`config.mk`:
```
export PLATFORM = sky130hd
export DESIGN_NAME = bcd_stopwatch_counter
export DESIGN_NICKNAME = d
export VERILOG_FILES = /design/src/rtl/bcd_stopwatch_counter_pkg.sv /design/src/rtl/bcd_stopwatch_counter_button_debounce.sv /design/src/rtl/bcd_stopwatch_counter.sv
export SDC_FILE = /design/constraint.sdc
export NUM_CORES = 1
export LEC_CHECK = 0
export CORE_MARGIN = 5
export CORE_UTILIZATION = 55
export DETAILED_ROUTE_END_ITERATION = 8
export GPL_ROUTABILITY_DRIVEN = 0
export HOLD_SLACK_MARGIN = 0.15
export PLACE_DENSITY = 0.78
export SYNTH_ARGS = -nofsm -noshare
export SYNTH_HDL_FRONTEND = slang
export SYNTH_HIERARCHICAL = 1
export SYNTH_SLANG_ARGS = --single-unit
```
`constraint.sdc`:
```
create_clock -name clk_1ms -period 2.5 [get_ports clk_1ms]
set_input_delay 0.375 -clock clk_1ms [delete_from_list [all_inputs] [get_ports clk_1ms]]
set_output_delay 0.375 -clock clk_1ms [all_outputs]
set_load 0.05 [all_outputs]
```
`src/rtl/bcd_stopwatch_counter_pkg.sv`:
```
// Shared definitions for the BCD stopwatch: digit geometry and the
// start/pause/clear state encoding.
package bcd_stopwatch_counter_pkg;

    localparam int DIGIT_W   = 4;
    localparam int NUM_DIGITS = 4;

    typedef logic [DIGIT_W-1:0] digit_t;

    localparam digit_t DIGIT_MAX = 4'd9;

    typedef enum logic [1:0] {
        IDLE  = 2'd0,
        RUN   = 2'd1,
        PAUSE = 2'd2
    } state_t;

endpackage

```
`src/rtl/bcd_stopwatch_counter_button_debounce.sv`:
```
// Raw push-button conditioner: two-flop synchronizer, stability counter
// and a registered one-cycle pulse on each accepted press.
module button_debounce #(
    parameter int DEBOUNCE_MS = 20
) (
    input  logic clk_1ms,
    input  logic reset,
    input  logic btn,
    output logic press
);

    localparam int CNT_W = $clog2(DEBOUNCE_MS + 1);

    logic             sync0;
    logic             sync1;
    logic             stable;
    logic             stable_d;
    logic [CNT_W-1:0] cnt;

    // NOTE: sequential state uses non-blocking assignments only, so every
    // flop samples the pre-edge value of its neighbours (the synchronizer
    // chain would collapse to one flop with blocking assignments).
    always_ff @(posedge clk_1ms or posedge reset) begin
        if (reset) begin
            sync0    <= 1'b0;
            sync1    <= 1'b0;
            stable   <= 1'b0;
            stable_d <= 1'b0;
            cnt      <= '0;
            press    <= 1'b0;
        end else begin
            sync0    <= btn;
            sync1    <= sync0;
            stable_d <= stable;
            press    <= stable & ~stable_d;

            // Any cycle where the input agrees with the accepted level
            // restarts the count, so short bounces never get through.
            if (sync1 == stable) begin
                cnt <= '0;
            end else if (cnt == CNT_W'(DEBOUNCE_MS - 1)) begin
                stable <= sync1;
                cnt    <= '0;
            end else begin
                cnt <= cnt + CNT_W'(1);
            end
        end
    end

endmodule

```
`src/rtl/bcd_stopwatch_counter.sv`:
```
// Four-digit BCD stopwatch: debounced start/clear buttons, IDLE/RUN/PAUSE
// control, millisecond prescaler and a ripple-free BCD digit chain.
module bcd_stopwatch_counter
    import bcd_stopwatch_counter_pkg::*;
#(
    parameter int TICK_MS     = 10,
    parameter int DEBOUNCE_MS = 20
) (
    input  logic               clk_1ms,
    input  logic               reset,
    input  logic               btn_start,
    input  logic               btn_clear,
    output logic [DIGIT_W-1:0] count0,
    output logic [DIGIT_W-1:0] count1,
    output logic [DIGIT_W-1:0] count2,
    output logic [DIGIT_W-1:0] count3,
    output logic               running,
    output logic               overflow
);

    localparam int PRESC_W = (TICK_MS > 1) ? $clog2(TICK_MS) : 1;

    logic               start_press;
    logic               clear_press;
    state_t             state;
    state_t             next_state;
    logic [PRESC_W-1:0] presc;
    logic               tick;
    digit_t             digits [NUM_DIGITS];
    logic               carry  [NUM_DIGITS+1];

    button_debounce #(.DEBOUNCE_MS(DEBOUNCE_MS)) u_start_btn (
        .clk_1ms (clk_1ms),
        .reset   (reset),
        .btn     (btn_start),
        .press   (start_press)
    );

    button_debounce #(.DEBOUNCE_MS(DEBOUNCE_MS)) u_clear_btn (
        .clk_1ms (clk_1ms),
        .reset   (reset),
        .btn     (btn_clear),
        .press   (clear_press)
    );

    // NOTE: next_state is defaulted before the case so every path assigns
    // it and no latch is inferred.
    always_comb begin
        next_state = state;
        unique case (state)
            IDLE:    if (start_press && !clear_press) next_state = RUN;
            RUN:     if (clear_press)      next_state = IDLE;
                     else if (start_press) next_state = PAUSE;
            PAUSE:   if (clear_press)      next_state = IDLE;
                     else if (start_press) next_state = RUN;
            default: next_state = IDLE;
        endcase
    end

    assign tick = (state == RUN) && (presc == PRESC_W'(TICK_MS - 1));

    // carry[i] enables digit i; carry[NUM_DIGITS] marks the 9999 wrap.
    always_comb begin
        carry[0] = tick;
        for (int i = 0; i < NUM_DIGITS; i++) begin
            carry[i+1] = carry[i] && (digits[i] == DIGIT_MAX);
        end
    end

    always_ff @(posedge clk_1ms or posedge reset) begin
        if (reset) begin
            state    <= IDLE;
            running  <= 1'b0;
            overflow <= 1'b0;
            presc    <= '0;
            for (int i = 0; i < NUM_DIGITS; i++) begin
                digits[i] <= '0;
            end
        end else begin
            state    <= next_state;
            running  <= (next_state == RUN);
            overflow <= carry[NUM_DIGITS] && (next_state != IDLE);

            if (next_state == IDLE) begin
                presc <= '0;
                for (int i = 0; i < NUM_DIGITS; i++) begin
                    digits[i] <= '0;
                end
            end else if (state == RUN) begin
                // The edge leaving RUN still advances, so PAUSE holds the
                // prescaler value reached on that edge.
                presc <= tick ? '0 : presc + PRESC_W'(1);
                for (int i = 0; i < NUM_DIGITS; i++) begin
                    if (carry[i]) begin
                        digits[i] <= (digits[i] == DIGIT_MAX) ? '0 : digits[i] + digit_t'(1);
                    end
                end
            end
        end
    end

    assign count0 = digits[0];
    assign count1 = digits[1];
    assign count2 = digits[2];
    assign count3 = digits[3];

endmodule

```
==> metrics.md <==
| Metric | Value |
|---|---|
| DR WL/cell | `around 14 um` |
| DRT Wirelength | `3730 um` |
| Rows | `22` |
| Post-synth ARST share | `between 90% and 100%` |
| Post-synthesis adder-cell area fraction | `a little over 7%` |
| Io pins | `22` |
| Synthesis Warnings | `6` |
| Wl on met1 | `~1600 um` |
| Total gr overflow | `0` |
| Yosys top cell area share | `roughly 52%` |
| Int Power | `roughly 1.0 mW` |
| TritonCTS clock tree | `built` |
| Highest metal used | `met4` |
| CP delay by family, top | `buffers and inverters` |
| Drt pass-1 iters | `5` |
| Metal3 WL | `187 um` |
| Crit path time final | `~2.0 ns` |
| Reg area | `1100 um2` |
| H-tree levels | `2` |
| Setup TNS | `0 ns` |
| Worst Max-Slew Pin Slew | `between 0.5 and 0.6 ns` |
| Cts hold-fix bufs | `0` |
| CP Cell Sequence | `clkdlybuf4s50_1` |
| Area leader, netlist | `dfrtp_1` |
| Port bufs | `21` |
| Initial core utilization | `between 50% and 60%` |
| First-pass GRT wire length | `6500 um` |
| Crit path arrival time | `1.60 ns` |
| Fin crit share | `slightly below 80%` |
| Nets | `between 200 and 250` |
| Status | `complete, no violations` |
| CTS Buffer Depth | `2` |
| Pre-CTS WS | `between 0.5 and 0.6 ns` |
| Yosys reg bits | `between 40 and 50` |
| Top post-synthesis cells by area | `dfrtp_1, ha_1, nor2_1` |
| Diodes inserted | `0` |
| Cts bufs inserted | `5` |
| Leakage Power | `about 1.2 nW` |
| Largest net degree at the start of global routing | `25` |
| Residual DRC | `0` |
| Worst Hold Margin | `0.355 ns` |
| Net Sw Frac | `21.0%` |
| Die Area | `approximately 5200 um2` |
| Final Power | `about 1.3 mW` |
| Area growth syn-to-layout | `17.0%` |
| Final Max Tran Viols | `0` |
| Detail Route met2 WL | `around 1900 um` |
| Num Clock Sinks | `44` |
| Max incr delay on CP | `around 0.84 ns` |
| Vias | `approximately 1.5k` |
| Drt first-iter violations | `127` |
| Detail Placement HPWL | `between 2000 and 3000 um` |
| Clock root buffer | `clkbuf_8` |
| Max Cap Viol | `0` |
| Total GRT Usage | `16.2%` |
| Logic pwr share | `under 10%` |
| Post-CTS Setup Bufs | `0` |
| Max FO, Critical Path | `6` |
| Part of the Yosys area used for sequential elements | `around 52%` |
| Main synth FF type | `dfrtp_1` |
| Post-CTS sizing | `0` |
| FMAX | `slightly above 0.5 GHz` |
| Initial antenna violation count | `0` |
| Worst setup SP type | `register` |
| Final setup margin | `0.529 ns` |
| Switching Power | `0.276 mW` |
| Die Y | `between 70 and 80 um` |
| Final hold violations | `0` |
| Largest family of logic cells by synthesized area | `simple AND/OR/NAND/NOR gates` |
| Crit Path Category | `reg2out` |
| Flop pwr share | `between 50% and 60%` |
| Slowest cell on crit path | `clkdlybuf4s50_1` |
| Xor-xnor portion of the synthesized cell area | `under 10%` |
| Antenna viol nets, final | `0` |
| Distinct cells, synth | `40` |
| FILL cells | `306` |
| Req. time, crit path | `roughly 2.1 ns` |
| Worst Hold Class | `reg2reg` |
| EDFF count, synth | `0` |
| Count leader, synth | `dfrtp_1` |
| Synth Area in Compound Gates | `7.11%` |
| # setup viols final | `0` |
| Simple logic cell fraction of the synthesized area | `a little over a fifth` |
| Max VDD drop | `slightly below 400 uV` |
| Syn Std Cell Area | `2130 um2` |
| Die X | `72.2 um` |
| Vias in the first global route | `roughly 1.4k` |
| Post-synthesis mux area share | `4.82%` |
| Bufs and invs on worst path | `1` |
| Worst-Skew Late Latency | `about 0.30 ns` |
| Relative slew slack | `about two thirds` |
| Reg clk slew, reported paths | `~0.090 ns` |
| Clock Skew | `between 0.01 and 0.015 ns` |
| Mapped Cells | `just under 200` |
| Post-synth top cells | `dfrtp_1, nor2_1, nand3_1, ha_1, inv_1` |
| P per Cell Area | `~530 nW/um2` |
| RSZ-0062 raised after global routing | `false` |
| Core ar. | `~3700 um2` |
| Synthesized area per cell | `between 10 and 15 um2` |
| Area of the multi-input gates | `961 um2` |
| Power share of the clock group | `between 40% and 50%` |
| Vias per inst | `5.56` |
| Net Count, Synth | `210` |
| Layout cells sized above 1 | `about 7.8%` |
| CP Capture Type | `output port` |
[cell type report]
class | count | share of cell area [%]
well taps | 48 | 2.41
flip-flops and latches | 44 | 44.2
inverters | 10 | 1.51
clock buffers | 5 | 2.76
clock inverters | 3 | 1.86
multi-input cells | 135 | 38.6
repair buffers | 22 | 8.73
[power groups by stage]
stage | Sequential, mW | Combinational (mW) | Clock, mW
5_1_grt | 0.734 | 0.0451 | 0.597
3_5_place_dp | 0.746 | 0.0394 | 0
4_1_cts | 0.732 | 0.0394 | 0.556
3_3_place_gp | 0.745 | 0.0367 | 0
6_report | 0.732 | 0.0375 | 0.545
2_1_floorplan | 0.744 | 0.0257 | 0
[flip-flops by register name, summed over array words and instances, names as in the netlist, 2 cells and up]
| name | count |
|---|---|
| u_clear_btn/cnt | 5 |
| u_start_btn/cnt | 5 |
| count0 | 4 |
| count1 | 4 |
| count2 | 4 |
| count3 | 4 |
| presc | 4 |
| state | 2 |
[layout by cell type (no fill, tap or decap), types with 3 or more instances in the layout]
cell type / instances
and2_1: 6
nor2_1: 25
ha_1: 12
nand3_1: 18
xnor2_1: 7
nor2b_1: 3
inv_1: 10
and3b_1: 3
a21oi_1: 4
clkbuf_8: 5
nand4_1: 3
or3_1: 3
nand2_1: 7
dfrtp_1: 44
clkdlybuf4s50_1: 21
mux2i_1: 8
xor2_1: 4
[logic make-up after synthesis]
group	after synthesis
adder cells (fa/ha/maj)	12
XOR/XNOR	11
multiplexers	10
AND/OR/NAND/NOR	83
AO/OA/AOI/OAI	19
flip-flops	44
buffers and inverters	15
[path summary, 6_finish.rpt]
path / from / endpoint / slack [ns] / cells after the start
max: count3[0]$_DFFE_PP0P_ / count3[0] / 0.53 / 1
min: u_clear_btn/sync0$_DFF_PP0_ / u_clear_btn/sync1$_DFF_PP0_ / 0.36 / 0
max reg2reg: presc[1]$_DFFE_PP0P_ / count3[3]$_DFFE_PP0P_ / 0.55 / 6
min reg2reg: u_clear_btn/sync0$_DFF_PP0_ / u_clear_btn/sync1$_DFF_PP0_ / 0.36 / 0
max in group asynchronous: reset / presc[2]$_DFFE_PP0P_ / 1.77 / 3
min in group asynchronous: reset / u_clear_btn/cnt[1]$_DFF_PP0_ / 0.41 / 2
[metrics by stage]
stage	utilization, %	cells	area (um2)
after global routing	67.1	267	2490
after detailed placement	64.0	259	2380
after global placement	64.0	259	2380
after CTS	67.1	267	2490
final	67.1	267	2490
after floorplan	-	194	2130
[routing by layer]
metal	vias up	global-route usage, %
met3	7	4.99
met5	-	0
met1	720	19.9
li1	727	-
met2	30	26.3
met4	0	7.10
(Power assumes the default switching activity.)
